File: config.mk
export PLATFORM = sky130hd
export DESIGN_NAME = cdb_arbiter
export DESIGN_NICKNAME = d
export VERILOG_FILES = /design/src/rtl/cdb_arbiter.sv
export SDC_FILE = /design/constraint.sdc
export NUM_CORES = 1
export LEC_CHECK = 0
export ABC_AREA = 1
export BUFFER_PORTS_ARGS = -buffer_cell sky130_fd_sc_hd__buf_2
export CAP_MARGIN = 20
export CORE_MARGIN = 4
export CORE_UTILIZATION = 35
export CTS_CLUSTER_SIZE = 30
export DETAILED_ROUTE_END_ITERATION = 7
export HOLD_SLACK_MARGIN = 0.15
export PLACE_DENSITY = 0.51
export REMOVE_ABC_BUFFERS = 1
export SLEW_MARGIN = 20
export SYNTH_ARGS = -nofsm -noshare
export SYNTH_HDL_FRONTEND = slang
export SYNTH_SLANG_ARGS = --single-unit
File: constraint.sdc
create_clock -name clk -period 3.8 [get_ports clk]
set_clock_uncertainty 0.15 [all_clocks]
set_input_delay 0 -clock clk [delete_from_list [all_inputs] [get_ports clk]]
set_output_delay 0 -clock clk [all_outputs]
set_load 0.03 [all_outputs]
File: src/rtl/cdb_arbiter.sv
// Common data bus arbiter: three 2-deep source queues (ALU, LSB, BRU) merged
// round-robin onto one registered broadcast port toward ROB/RS/LSB.
module cdb_arbiter (
    input  logic        clk,
    input  logic        rst,
    input  logic        rdy,
    input  logic        rollback,
    input  logic        alu_valid,
    input  logic [3:0]  alu_rob_id,
    input  logic [31:0] alu_value,
    output logic        alu_ready,
    input  logic        lsb_valid,
    input  logic [3:0]  lsb_rob_id,
    input  logic [31:0] lsb_value,
    output logic        lsb_ready,
    input  logic        bru_valid,
    input  logic [3:0]  bru_rob_id,
    input  logic [31:0] bru_value,
    input  logic        bru_jump,
    input  logic [31:0] bru_target,
    output logic        bru_ready,
    output logic        cdb_valid,
    output logic [3:0]  cdb_rob_id,
    output logic [31:0] cdb_value,
    output logic        cdb_jump,
    output logic [31:0] cdb_target,
    output logic [1:0]  cdb_src
);

    localparam int         NSRC    = 3;
    localparam logic [1:0] SRC_BRU = 2'd2;

    typedef struct packed {
        logic [3:0]  rob_id;
        logic [31:0] value;
        logic        jump;
        logic [31:0] target;
    } entry_t;

    entry_t          mem_q [NSRC][2];
    entry_t          mem_d [NSRC][2];
    logic [NSRC-1:0] wr_ptr_q, wr_ptr_d;
    logic [NSRC-1:0] rd_ptr_q, rd_ptr_d;
    logic [1:0]      count_q [NSRC];
    logic [1:0]      count_d [NSRC];
    logic [1:0]      last_grant_q, last_grant_d;
    entry_t          cdb_q, cdb_d;
    logic            cdb_valid_q, cdb_valid_d;
    logic [1:0]      cdb_src_q, cdb_src_d;

    logic [NSRC-1:0] in_valid;
    entry_t          in_data [NSRC];
    logic [NSRC-1:0] can_enq;
    logic [NSRC-1:0] not_empty;
    logic [NSRC-1:0] enq;
    logic [NSRC-1:0] deq;
    logic            gnt_vld;
    logic [1:0]      gnt_src;
    logic [1:0]      cand;

    function automatic logic [1:0] next_src(input logic [1:0] s);
        return (s == SRC_BRU) ? 2'd0 : s + 2'd1;
    endfunction

    always_comb begin
        in_valid   = {bru_valid, lsb_valid, alu_valid};
        in_data[0] = '{rob_id: alu_rob_id, value: alu_value, jump: 1'b0, target: 32'd0};
        in_data[1] = '{rob_id: lsb_rob_id, value: lsb_value, jump: 1'b0, target: 32'd0};
        in_data[2] = '{rob_id: bru_rob_id, value: bru_value, jump: bru_jump, target: bru_target};
    end

    // Ready comes from registered occupancy only, so a full queue stays
    // not-ready even in the cycle its head is being granted.
    always_comb begin
        for (int s = 0; s < NSRC; s++) begin
            can_enq[s]   = (count_q[s] < 2'd2);
            not_empty[s] = (count_q[s] != 2'd0);
        end
    end

    always_comb begin
        gnt_vld = 1'b0;
        gnt_src = 2'd0;
        cand    = next_src(last_grant_q);
        for (int k = 0; k < NSRC; k++) begin
            if (!gnt_vld && not_empty[cand]) begin
                gnt_vld = 1'b1;
                gnt_src = cand;
            end
            cand = next_src(cand);
        end
    end

    always_comb begin
        for (int s = 0; s < NSRC; s++) begin
            enq[s] = rdy && !rollback && in_valid[s] && can_enq[s];
            deq[s] = rdy && !rollback && gnt_vld && (gnt_src == 2'(s));
        end
    end

    always_comb begin
        mem_d        = mem_q;
        wr_ptr_d     = wr_ptr_q;
        rd_ptr_d     = rd_ptr_q;
        count_d      = count_q;
        last_grant_d = last_grant_q;
        cdb_d        = cdb_q;
        cdb_valid_d  = cdb_valid_q;
        cdb_src_d    = cdb_src_q;
        if (rdy) begin
            if (rollback) begin
                for (int s = 0; s < NSRC; s++) begin
                    count_d[s] = 2'd0;
                end
                wr_ptr_d     = '0;
                rd_ptr_d     = '0;
                cdb_valid_d  = 1'b0;
                last_grant_d = SRC_BRU;
            end else begin
                cdb_valid_d = gnt_vld;
                if (gnt_vld) begin
                    cdb_d        = mem_q[gnt_src][rd_ptr_q[gnt_src]];
                    cdb_src_d    = gnt_src;
                    last_grant_d = gnt_src;
                end
                for (int s = 0; s < NSRC; s++) begin
                    if (enq[s]) begin
                        mem_d[s][wr_ptr_q[s]] = in_data[s];
                        wr_ptr_d[s]           = ~wr_ptr_q[s];
                    end
                    if (deq[s]) begin
                        rd_ptr_d[s] = ~rd_ptr_q[s];
                    end
                    if (enq[s] && !deq[s]) begin
                        count_d[s] = count_q[s] + 2'd1;
                    end else if (deq[s] && !enq[s]) begin
                        count_d[s] = count_q[s] - 2'd1;
                    end
                end
            end
        end
    end

    always_ff @(posedge clk or negedge rst) begin
        if (!rst) begin
            for (int s = 0; s < NSRC; s++) begin
                mem_q[s][0] <= '0;
                mem_q[s][1] <= '0;
                count_q[s]  <= 2'd0;
            end
            wr_ptr_q     <= '0;
            rd_ptr_q     <= '0;
            last_grant_q <= SRC_BRU;
            cdb_q        <= '0;
            cdb_valid_q  <= 1'b0;
            cdb_src_q    <= 2'd0;
        end else begin
            mem_q        <= mem_d;
            count_q      <= count_d;
            wr_ptr_q     <= wr_ptr_d;
            rd_ptr_q     <= rd_ptr_d;
            last_grant_q <= last_grant_d;
            cdb_q        <= cdb_d;
            cdb_valid_q  <= cdb_valid_d;
            cdb_src_q    <= cdb_src_d;
        end
    end

    assign alu_ready  = can_enq[0];
    assign lsb_ready  = can_enq[1];
    assign bru_ready  = can_enq[2];
    assign cdb_valid  = cdb_valid_q;
    assign cdb_rob_id = cdb_q.rob_id;
    assign cdb_value  = cdb_q.value;
    assign cdb_jump   = cdb_q.jump;
    assign cdb_target = cdb_q.target;
    assign cdb_src    = cdb_src_q;

endmodule

==> results of run 1 <==
## synth_stat cells (4+ instances only)
cell type / n
sky130_fd_sc_hd__o21ai_0: 339
sky130_fd_sc_hd__inv_2: 7
sky130_fd_sc_hd__nand3_2: 4
sky130_fd_sc_hd__nand2_1: 736
sky130_fd_sc_hd__nor2_1: 41
sky130_fd_sc_hd__o21ai_1: 16
sky130_fd_sc_hd__nor2_2: 4
sky130_fd_sc_hd__nand3_1: 198
sky130_fd_sc_hd__dfrtp_1: 367
sky130_fd_sc_hd__buf_4: 7
sky130_fd_sc_hd__buf_2: 41
sky130_fd_sc_hd__inv_1: 371
sky130_fd_sc_hd__clkbuf_1: 74
## worst min-delay path by stage
stage,slack (ps),cells past startpoint,to
after floorplan,-450,0,cdb_jump
after global placement,-50,1,mem_q[343]
after detailed placement,-40,1,mem_q[412]
after CTS,150,4,mem_q[175]
after global routing,180,4,mem_q[186]
final,170,4,mem_q[175]
## area by class of cell
| cell class | instances | share of cell area |
|---|---|---|
| repair buffers | 539 | 0.1863 |
| clock buffers | 63 | 0.05600 |
| clock inverters | 14 | 0.007854 |
| inverters | 379 | 0.06169 |
| flip-flops and latches | 368 | 0.3987 |
| multi-input cells | 1353 | 0.2561 |
| well taps | 615 | 0.03331 |
## cell usage in the layout, fill, tap and decap left out
| cell | synthesis | routed |
|---|---|---|
| sky130_fd_sc_hd__nand3_1 | 198 | 198 |
| sky130_fd_sc_hd__bufinv_16 | 0 | 4 |
| sky130_fd_sc_hd__nor2_2 | 4 | 5 |
| sky130_fd_sc_hd__nand3_2 | 4 | 3 |
| sky130_fd_sc_hd__inv_6 | 0 | 2 |
| sky130_fd_sc_hd__xor2_1 | 1 | 1 |
| sky130_fd_sc_hd__nand2_4 | 1 | 6 |
| sky130_fd_sc_hd__o21ai_0 | 339 | 339 |
| sky130_fd_sc_hd__clkbuf_8 | 0 | 10 |
| sky130_fd_sc_hd__a31oi_1 | 1 | 1 |
| sky130_fd_sc_hd__buf_8 | 0 | 1 |
| sky130_fd_sc_hd__o21ai_1 | 16 | 16 |
| sky130_fd_sc_hd__nor2_1 | 41 | 40 |
| sky130_fd_sc_hd__clkinv_4 | 0 | 1 |
| sky130_fd_sc_hd__nand3_4 | 0 | 1 |
| sky130_fd_sc_hd__or2_4 | 0 | 3 |
| sky130_fd_sc_hd__nand4_1 | 1 | 1 |
| sky130_fd_sc_hd__nand2_8 | 1 | 1 |
| sky130_fd_sc_hd__dfstp_2 | 1 | 1 |
| sky130_fd_sc_hd__buf_2 | 41 | 221 |
| sky130_fd_sc_hd__buf_4 | 7 | 19 |
| sky130_fd_sc_hd__buf_16 | 0 | 1 |
| sky130_fd_sc_hd__inv_1 | 371 | 371 |
| sky130_fd_sc_hd__inv_2 | 7 | 7 |
| sky130_fd_sc_hd__dfrtp_1 | 367 | 367 |
| sky130_fd_sc_hd__nand2_1 | 736 | 731 |
| sky130_fd_sc_hd__nand2_2 | 3 | 3 |
| sky130_fd_sc_hd__clkbuf_1 | 74 | 8 |
| sky130_fd_sc_hd__clkinv_2 | 0 | 7 |
| sky130_fd_sc_hd__inv_4 | 1 | 1 |
| sky130_fd_sc_hd__o211ai_1 | 1 | 1 |
| sky130_fd_sc_hd__dlygate4sd3_1 | 0 | 293 |
| sky130_fd_sc_hd__clkbuf_16 | 0 | 45 |
| sky130_fd_sc_hd__buf_12 | 0 | 4 |
| sky130_fd_sc_hd__a21oi_1 | 3 | 3 |
## cells by family after synthesis
| family | synth area share |
|---|---|
| AO/OA/AOI/OAI | 0.1058 |
| XOR/XNOR | 0.0005132 |
| buffers and inverters | 0.1171 |
| flip-flops | 0.5395 |
| AND/OR/NAND/NOR | 0.2371 |
## through the flow
step / area (um2) / hold slack [ps]
after CTS: 23100 / 150.3
after detailed placement: 18660 / -43.03
final: 23100 / 172.6
after global routing: 23100 / 183.9
after floorplan: 16500 / -445.6
after global placement: 18660 / -46.76
## what timing repair did
| action | in CTS | in global routing |
|---|---|---|
| gates resized for setup | 0 | 1 |
| endpoints found under the hold margin | 679 | 0 |
| endpoints found under the setup margin | 0 | 30 |
| hold buffers | 294 | 0 |
## critical path, cell delays in order
cell	delay [ps]
sky130_fd_sc_hd__dlygate4sd3_1	530
sky130_fd_sc_hd__dlygate4sd3_1	540
sky130_fd_sc_hd__buf_2	140
sky130_fd_sc_hd__dlygate4sd3_1	600
sky130_fd_sc_hd__inv_1	100
sky130_fd_sc_hd__nor2_2	80
sky130_fd_sc_hd__nand3_1	110
sky130_fd_sc_hd__dlygate4sd3_1	640
sky130_fd_sc_hd__inv_1	90
sky130_fd_sc_hd__nand2_2	50
sky130_fd_sc_hd__buf_4	660
sky130_fd_sc_hd__o21ai_0	190
## state kept, by name (all words and copies together) (netlist names), 2 cells and up
name / cells
cdb_target: 32
count_q: 6
wr_ptr_q: 3
cdb_src: 2
mem_q: 282
rd_ptr_q: 3
cdb_rob_id: 4
cdb_value: 32
last_grant_q: 2
## power by group
group          switching (W)  leakage (nW)  internal (W)  total [W]
clock                0.00167         0.733       0.00263    0.00430
combinational        0.00617          6.99       0.00310    0.00927
sequential           0.00104          4.70       0.00579    0.00683
## metal layers
metal  vias up  global-route usage  routed length [um]  part of all wire
met3        99             0.03041                2482             0.047
li1       7733                   -                   -                 -
met4         0             0.07151                1632             0.031
met2       381              0.3351               24810              0.47
met1      7347              0.2747               24130              0.45
met5         -                   0                   0                 0
==> qor.yml, run 1 <==
floorplanning:
  die_w_um: 228.8
  initial_core_util: 0.3560
  die-height_um: 228.8
  ioPinCount: 223
  design.core.area_mm2: 0.04795
  area_of_the_die_mm2: 0.05237
  std_cell_rows: 80
worst_setup_path:
  regToRegEndpoint: "cdb_value[7]"
  r2r.worst_path.cells: 13
  crit_path_to: "mem_q[206]"
  startpoint_type: "input pin"
  crit-reg2reg-launch: "last_grant_q[1]"
  end_kind: "flop"
  cp_data_required_time_ps: 4050
  timing.critical_path.fanout_max: 72
  setup.worst_path.class: "in2reg"
  setup_slack_of_the_most_critical_reg_to_reg_path_ps: 770
  arrival_ps: 3790
  setup.worst_path.start: "rdy"
flow_run:
  drv.max_cap_violation_count: 0
routing:
  route.vias.total: 15560
  finalWirelength_um: 53050
  drcViolationCount: 0
  drt-wirelength-per-cell_um: 15.93
  antenna_left: 0
  post_drt_via_cell_ratio: 4.671
  first_iter_violations: 1029
  drtPass1Iterations: 5
timing:
  setup-tns-final_ps: 0
  final_max_slew_viol_count: 0
  max_freq_ghz: 0.2827
  relSlewSlack: 0.3336
  worst_case_setup_margin_in_the_final_layout_ps: 262.9
  final_hold_viol_count: 0
  setup_violations: 0
  worst_slew_pin_slew_ps: 999.6
  post-route-period-util: 0.9308
  timing.final.crit_period_ps: 3537
  rsz0062_at_grt: "no"
global_route:
  grt_usage: 0.2033
  global_route_wire_length_before_repair_um: 85820
  antenna_violations_before_repair: 0
  gr-total-overflow: 0
  largest_net_degree_at_the_start_of_global_routing: 93
  via_count_of_the_first_global_routing_pass: 15700
synthesis:
  asyncSetResetFlopFracSynth: 1.000
  synthesis.instances: 2226
  yosysTopAreaCell: "sky130_fd_sc_hd__dfrtp_1"
  avgSynthCellArea_um2: 7.669
  synth_enable_flop_cells: 0
  synth.top_cells.by_area: "sky130_fd_sc_hd__dfrtp_1 (54%), sky130_fd_sc_hd__nand2_1 (16%), sky130_fd_sc_hd__o21ai_0 (9.9%)"
  synth_top_flop_cell: "sky130_fd_sc_hd__dfrtp_1"
  synth.ff_latch_count: 368
  synth_seq_area_share: 0.5395
  yosysUniqueCellTypes: 26
  yosys_warnings: 0
  syn_area_mm2: 0.01707
  netlist.area_leader.share: 0.5380
placed_design:
  gp_congestion: 0.7717
  dp_worst_setup_slack_ps: 789.9
  dp_cells: 2960
  dpl.hpwl_um: 29840
  numPortBuffers: 222
layout:
  nets: 2833
  register_area_mm2: 0.009210
  n_antenna_cell: 0
  multi_input_comb_area_mm2: 0.005917
  final_util: 0.4818
  num-fill-cells: 4680
  fin_cells: 3331
  area_growth_syn_to_layout_pct: 35.33
  post_route_cells_drive_above_1_share: 0.1274
clocking:
  clk_pin_slew_worst_paths_ps: 50
  cts_root_buffer: "sky130_fd_sc_hd__clkbuf_16"
  tritoncts_num_sinks: 368
  cts_tree: "done"
  post-cts-setup-buffers: 0
  ctsLongestPathBuffers: 3
  tritoncts.num_buffers: 44
  clock_tree.htree_level_count: 2
  clkLatencyLatePin_ps: 570
pwr:
  leakagePower_nw: 12.42
  peakVddDrop_v: 0.0006854
  power_per_cell_area_mw_per_mm2: 882.8
  power.total_w: 0.02039
min_path:
  hold_path_class: "in2reg"
  hp-start: "lsb_value[4]"
outcome:
  outcome: "completed"
Note: power is estimated with default switching activity, not from simulation.
==> run 2, diff against run 1 <==
clock period = 3.9 ns   (was 3.8 ns; I/O delays follow)
==> run 2 against run 1 <==
- sequential share of layout area increased by 0.30 points
- global-route usage decreased by 0.079 points
- combinational power decreased by 3.0%
- clock power decreased by 8.6%
- worst setup slack improved by 120 ps
- clock-buffer cell count unchanged
- utilization decreased by 0.36 points
- die area unchanged
- critical path type unchanged
- first-iteration DRC count decreased by 7.4%
- routed wire length increased by 0.23%
==> qor.yml, run 2 (synthesis results as in run 1) <==
worst_setup_path:
  startpoint_type: "input pin"
  worst_path_dominant_cell_family: "buffers and inverters"
  end_kind: "flop"
  timing.critical_path.fanout_max: 46  # -36%
  cp_data_required_time_ps: 4160  # +110 ps
  cpPeakStageDelay_ps: 680  # +20 ps
  critPathBufInv: 7  # -1
  crit_top_cell: "sky130_fd_sc_hd__dlygate4sd3_1"
  arrival_ps: 3780  # about the same
  timing.critical_path.cells: "dlygate4sd3_1, buf_2, dlygate4sd3_1, inv_1, nor2_1, nand3_1, dlygate4sd3_1, inv_1, nand2_2, buf_4, nand2_1, o21ai_0"
  cp_slowest_cell: "sky130_fd_sc_hd__dlygate4sd3_1"
  setup.worst_path.class: "in2reg"
timing:
  rsz0062_at_grt: "no"
  max_freq_ghz: 0.2841
  setup_violations: 0  # unchanged
  relSlewSlack: 0.3569  # +0.02333
  post-route-period-util: 0.9026
  timing.final.crit_period_ps: 3520
  worst_slew_pin_slew_ps: 964.6  # -35.00 ps
  final_hold_viol_count: 0  # unchanged
  final_max_slew_viol_count: 0  # unchanged
routing:
  drcViolationCount: 0  # unchanged
  drt-wirelength-per-cell_um: 16.00  # +0.47%
  first_iter_violations: 953  # -7.4%
  drtPass1Iterations: 5  # unchanged
  post_drt_via_cell_ratio: 4.714  # +0.92%
  finalWirelength_um: 53170  # +0.23%
  antenna_left: 0  # unchanged
  route.vias.total: 15670  # +0.67%
global_route:
  grt_usage: 0.2025  # -0.0007939
  via_count_of_the_first_global_routing_pass: 15890  # +1.2%
  antenna_violations_before_repair: 1  # +1
  largest_net_degree_at_the_start_of_global_routing: 130  # +40%
  gr-total-overflow: 0  # unchanged
  global_route_wire_length_before_repair_um: 85820  # unchanged
layout:
  regMostFlops: "mem_q"
  area_growth_syn_to_layout_pct: 34.31
  nets: 2828  # -0.18%
  post_route_cells_drive_above_1_share: 0.1252  # -0.002162
  largest_reg_flops: 282  # unchanged
  fin_cells: 3323  # -0.24%
  finalInstanceArea_mm2: 0.02293  # -0.75%
  final_common_cell: "sky130_fd_sc_hd__nand2_1"
  highest_count_cells_in_the_layout_ignoring_fill_and_taps: "sky130_fd_sc_hd__nand2_1 (731), sky130_fd_sc_hd__inv_1 (371), sky130_fd_sc_hd__dfrtp_1 (367)"
placed_design:
  dp_cells: 2960  # unchanged
  gp_congestion: 0.7959  # +3.1%
  dpl.hpwl_um: 30330  # +1.6%
  placed_cell_area_mm2: 0.01866  # about the same
  numPortBuffers: 222  # unchanged
min_path:
  hold_path_class: "in2reg"
floorplanning:
  std_cell_rows: 80  # unchanged
  initial_core_util: 0.3560  # unchanged
  ioPinCount: 223  # unchanged
  area_of_the_die_mm2: 0.05237  # unchanged
  design.core.area_mm2: 0.04795  # unchanged
  die_w_um: 228.8  # unchanged
  die-height_um: 228.8  # unchanged
pwr:
  power_per_cell_area_mw_per_mm2: 854.7  # -3.2%
  internal_power_consumption_w: 0.01095  # -4.9%
  leakagePower_nw: 12.34  # -0.68%
  power.share.sequential: 0.341  # +0.006
  peakVddDrop_v: 0.0007868  # +15%
  clockPowerShare: 0.201  # -0.010
  switching_share: 0.4411  # +0.005996
  share_comb_of_total_power: 0.459  # +0.005
  power.switching_w: 0.008645  # -2.6%
clocking:
  cts-resized-gates: 0  # unchanged
  clock_tree.htree_level_count: 2  # unchanged
  tritoncts_num_sinks: 368  # unchanged
  cts_root_buffer: "sky130_fd_sc_hd__clkbuf_16"
  clk_pin_slew_worst_paths_ps: 50  # about the same
  cts_tree: "done"
  clkLatencyLatePin_ps: 560  # about the same
  tritoncts.num_buffers: 44  # unchanged
  ctsLongestPathBuffers: 3  # unchanged
outcome:
  outcome: "completed"
flow_run:
  drv.max_cap_violation_count: 0  # unchanged
run 2: cell types whose count changed in the layout (fill, tap and decap cells not counted), sizes merged:
cell         before  now
dlygate4sd3     293  288
bufinv            4    1
clkinv            8    7
diode             0    1
run 2: worst register-to-register path: cells and delay by family, from the launching register on:
kind                   cells  cell delay, ps
buffers and inverters      2             970
flip-flops                 1             590
AO/OA/AOI/OAI              1              70
AND/OR/NAND/NOR           11            1420
run 2: final cells by class:
class,instances,area [um2]
Fill cell,4666,25020
Timing Repair Buffer,534,4254
Sequential cell,368,9210
Tap cell,615,769.5
Antenna cell,1,2.502
Clock buffer,63,1274
Clock inverter,10,82.58
Multi-Input combinational cell,1353,5909
Inverter,379,1425
run 2: per-layer routing:
metal	GRT usage	vias up	part of all wire	wire length, um
met5	0	-	0	0
met4	0.06523	0	0.026	1378
met3	0.02542	96	0.042	2219
met2	0.3523	386	0.48	25680
met1	0.2634	7453	0.45	23890
li1	-	7730	-	-
run 2: metrics by stage:
stage / worst slack (ps) / utilization / TNS (ps) / hold slack, ps / power, W
after floorplan: -931.4 / - / -49650 / -445.6 / 0.01273
after global placement: 663.1 / 0.3891 / 0 / 71.53 / 0.01538
after detailed placement: 602.0 / 0.3891 / 0 / 79.75 / 0.01557
after CTS: 412.2 / 0.4776 / 0 / 150.7 / 0.01983
after global routing: 145.9 / 0.4782 / 0 / 169.8 / 0.02144
final: 379.9 / 0.4782 / 0 / 176.2 / 0.01960
run 2: timing repair:
item                                    4_1_cts  5_1_grt
buffers inserted                              0        0
endpoints found under the hold margin       603        0
hold buffers                                288        0
endpoints found under the setup margin        0        0
run 2: final timing paths:
path / start / end / slack, ps / cells after the start
worst max-delay path: rdy / mem_q[198] / 380 / 12
worst min-delay path: lsb_value[14] / mem_q[254] / 180 / 4
worst max register to register: last_grant_q[1] / count_q[1] / 600 / 14
worst min register to register: cdb_value[10] / cdb_value[10] / 330 / 2
max in group asynchronous: rst / mem_q[272] / 2110 / 5
min in group asynchronous: rst / mem_q[412] / 300 / 3
run 2: power by group through the flow:
stage / logic [W] / clock network (W) / registers [W]
after floorplan: 0.00559 / 0 / 0.00714
after global placement: 0.00870 / 0 / 0.00669
after detailed placement: 0.00886 / 0 / 0.00671
after CTS: 0.00911 / 0.00405 / 0.00668
after global routing: 0.0104 / 0.00419 / 0.00689
final: 0.00899 / 0.00393 / 0.00668
